**src/rtl/sync_fifo_fwft.sv**
```systemverilog
// sync_fifo_fwft: single-clock FIFO with thresholds, sticky error flags and selectable FWFT read
module sync_fifo_fwft #(
    parameter int DSIZE  = 8,
    parameter int ASIZE  = 4,
    parameter int AF_LVL = 12,
    parameter int AE_LVL = 2,
    parameter bit FWFT   = 1'b0
) (
    input  logic             clk,
    input  logic             rst,
    input  logic             winc,
    input  logic [DSIZE-1:0] wdata,
    output logic             wfull,
    output logic             walmost_full,
    input  logic             rinc,
    output logic [DSIZE-1:0] rdata,
    output logic             rempty,
    output logic             ralmost_empty,
    output logic [ASIZE:0]   count,
    output logic             overflow,
    output logic             underflow
);
    localparam int DEPTH = 1 << ASIZE;
    localparam logic [ASIZE:0] AF = (ASIZE+1)'(AF_LVL);
    localparam logic [ASIZE:0] AE = (ASIZE+1)'(AE_LVL);
    logic [DSIZE-1:0] mem [0:DEPTH-1];
    logic [ASIZE:0]   wptr, rptr;
    logic [DSIZE-1:0] rdata_q;
    logic             we, re;
    assign rempty        = wptr == rptr;
    assign wfull         = (wptr[ASIZE-1:0] == rptr[ASIZE-1:0]) && (wptr[ASIZE] != rptr[ASIZE]);
    assign count         = wptr - rptr;
    assign walmost_full  = count >= AF;
    assign ralmost_empty = count <= AE;
    assign we            = winc && !wfull;
    assign re            = rinc && !rempty;
    // FWFT exposes the head word directly; standard mode presents the registered pop
    assign rdata         = FWFT ? (rempty ? '0 : mem[rptr[ASIZE-1:0]]) : rdata_q;
    always_ff @(posedge clk) begin
        if (we) mem[wptr[ASIZE-1:0]] <= wdata;
    end
    always_ff @(posedge clk) begin
        if (rst) begin
            wptr      <= '0;
            rptr      <= '0;
            rdata_q   <= '0;
            overflow  <= 1'b0;
            underflow <= 1'b0;
        end else begin
            if (we) wptr <= wptr + 1'b1;
            if (re) begin
                rptr    <= rptr + 1'b1;
                rdata_q <= mem[rptr[ASIZE-1:0]];
            end
            if (winc && wfull) overflow <= 1'b1;
            if (rinc && rempty) underflow <= 1'b1;
        end
    end
endmodule
```
**config.mk**
```make
export PLATFORM = sky130hd
export DESIGN_NAME = sync_fifo_fwft
export DESIGN_NICKNAME = d
export VERILOG_FILES = /design/src/rtl/sync_fifo_fwft.sv
export SDC_FILE = /design/constraint.sdc
export NUM_CORES = 1
export LEC_CHECK = 0
export ABC_AREA = 1
export CAP_MARGIN = 20
export CORE_MARGIN = 4
export CORE_UTILIZATION = 55
export CTS_CLUSTER_SIZE = 8
export DETAILED_ROUTE_END_ITERATION = 16
export PLACE_DENSITY = 0.74
export SETUP_SLACK_MARGIN = 0.4
export SLEW_MARGIN = 20
export SYNTH_ARGS = -nofsm -noshare
export SYNTH_HDL_FRONTEND = slang
export SYNTH_SLANG_ARGS = --single-unit
```
**constraint.sdc**
```tcl
create_clock -name clk -period 3.95 [get_ports clk]
set_input_delay 0.79 -clock clk [delete_from_list [all_inputs] [get_ports clk]]
set_output_delay 0.79 -clock clk [all_outputs]
set_load 0.03 [all_outputs]
```
==> summary.txt <==
Status: completed
Synth area leader: edfxtp_1
Slew Limit Fails: 0
Power density over cell area: 539 nW/um^2
Cells after Synth: 649
RSZ-0062 raised after global routing: false
DR pass1 iterations: 5
Fin Hold WS: 0.449 ns
Main synth FF type: edfxtp_1
Number of flops mapped to enable cells by yosys: 128
Post-DR vias/cell: 5.48
Total number of yosys warnings: 0
Fraction of registers with async set/reset: 0%
Clock slew at reported path FFs: 0.06 ns
Critical Path AT: 2.60 ns
FF+latch count, synth: 148
Clock Skews: 0.00641 ns
Setup Crit Path Kind: reg2out
Die width: 117 um
Synthesized area: 6510 um^2
# port buffers: 30
Number of global-route vias before repair: 4264
Fin crit share: 85.9%
Syn_nets: 671
Cts bufs inserted: 17
Diodes inserted: 0
Worst Setup End Kind: output pin
Layout cells sized above 1: 7.12%
Core area: 11500 um^2
Site row count: 39
Grt ovf: 0
Startpoint Class: register
Register-to-register setup slack: 1.07 ns
Pin count of the biggest net entering global routing: 68
Die ar.: 13600 um^2
NumNets Final: 698
Worst-Margin Slew: 0.961 ns
Starting Density: 56.5%
DRT antenna net count: 0
CTS HTree Levels: 4
Max Cap Violations: 0
# setup viols final: 0
Top-area cell type share of the netlist area: 59.1%
First-pass GRT wire length: 23000 um
Top cells by area, synth: edfxtp_1 (59%), nand2_1 (11%), nand3_1 (7.3%), dfxtp_1 (6.2%), inv_1 (5.5%)
Die height: 117 um
Routed length per instance: 17.6 um
VDD IR max: 369 uV
Pleak: 3.03 nW
All-Layer GR Usage: 23.2%
Initial antenna violation count: 0
Via Count: 4556
Initial DRC Count: 576
Pwr Total: 4.01 mW
Dpl cells: 799
Tmin final: 3.39 ns
Post-synthesis sequential area ratio: 65.2%
Final wirelength: 14700 um
DRC Markers: 0
Worst path required time: 3.16 ns
Clock tree buffer depth: 2
Routability cong.: 0.848
Final hold vios: 0
Avg Inst Size Synth: 10.0 um^2
Final Util: 64.6%
Hold crit path type: reg2reg
CTS Hold Bufs: 0
Count leader, synth: nand2_1
Root Buffer: clkbuf_16
TritonCTS clock tree: yes
Max Fclk: 295 MHz
Unique masters post-synth: 27
Hold path cells: 2
Area growth syn-to-layout: 14.2%
Setup TNS: 0 ns
Number of I/O pins: 31
Hpwl dp: 9340 um
CP Max Fanout: 12
Non-Filler Instances: 831
Clk sinks: 148
FF-to-FF path depth: 8
Relative slew slack: 35.9%
Synth cell count leaders: nand2_1 (187), edfxtp_1 (128), inv_1 (95), nand3_1 (95)
Insertion delay to the later sink of the worst-skew pair: 0.43 ns
## worst paths after layout
kind	from	to
max	rptr[2]	rempty
max reg2reg	rptr[0]	rdata[2]
min reg2reg	underflow	underflow
min	underflow	underflow
## power breakdown
part | total (mW) | switching [mW] | internal (mW)
logic | 0.704 | 0.483 | 0.221
registers | 1.76 | 0.0232 | 1.74
clock network | 1.54 | 0.617 | 0.922
total | 4.01 | 1.12 | 2.88
## through the flow
step	setup slack (ns)	cell area, um^2
3_3_place_gp	0.775	6860
4_1_cts	0.566	7430
3_5_place_dp	0.724	6860
2_1_floorplan	0.817	6510
6_report	0.558	7440
5_1_grt	0.475	7440
## sequential cells by signal, indices dropped and copies added, names as in the netlist
register	flops
rdata	8
underflow	1
wptr	5
mem	128
rptr	5
overflow	1
## worst max-delay path, stage by stage (launching register included)
cell             delay (ns)
dfxtp_2                0.47
clkinvlp_4             0.17
ha_1                   0.41
nand2_1                0.09
nor2_2                 0.14
nand2_2                0.09
inv_1                  0.10
clkdlybuf4s50_1        0.70
## what timing repair did
action,CTS,global route
setup endpoints to repair,3,0
setup buffers,1,0
resized for setup,3,0
## area by class of cell
type	instances	area [um^2]
Timing Repair Buffer	34	324
Multi-Input combinational cell	375	1740
Inverter	100	383
Tap cell	143	179
Clock inverter	13	136
Fill cell	902	4080
Sequential cell	148	4250
Clock buffer	18	429
## per-layer routing
| metal | global-route usage [%] | up-vias | routed length [um] |
|---|---|---|---|
| met4 | 7.19 | 0 | 221 |
| met2 | 35.6 | 196 | 7030 |
| met1 | 32.5 | 2164 | 6140 |
| li1 | - | 2176 | - |
| met3 | 6.74 | 20 | 1270 |
| met5 | 0 | - | 0 |
## cell usage in the layout (no fill, tap or decap), drive strengths merged
cell type	netlist	layout
nand3	97	97
nand4	1	1
ha	9	9
inv	99	98
nor2	29	29
xor2	5	5
clkbuf	5	18
buf	20	6
dfxtp	20	20
fa	1	1
a21oi	29	29
clkinv	1	8
clkdlybuf4s50	0	27
clkinvlp	0	5
dlygate4sd2	0	1
nor3b	1	1
bufinv	0	2
o21ai	13	13
edfxtp	128	128
nand2	189	189
o21a	1	1
## kinds of logic after synthesis
group / Yosys count / synth area share, %
XOR/XNOR: 5 / 0.673
adder cells (fa/ha/maj): 10 / 2.04
flip-flops: 148 / 65.2
buffers and inverters: 126 / 8.09
AO/OA/AOI/OAI: 43 / 3.40
AND/OR/NAND/NOR: 317 / 20.6
Power figures use the tool's default switching activity.
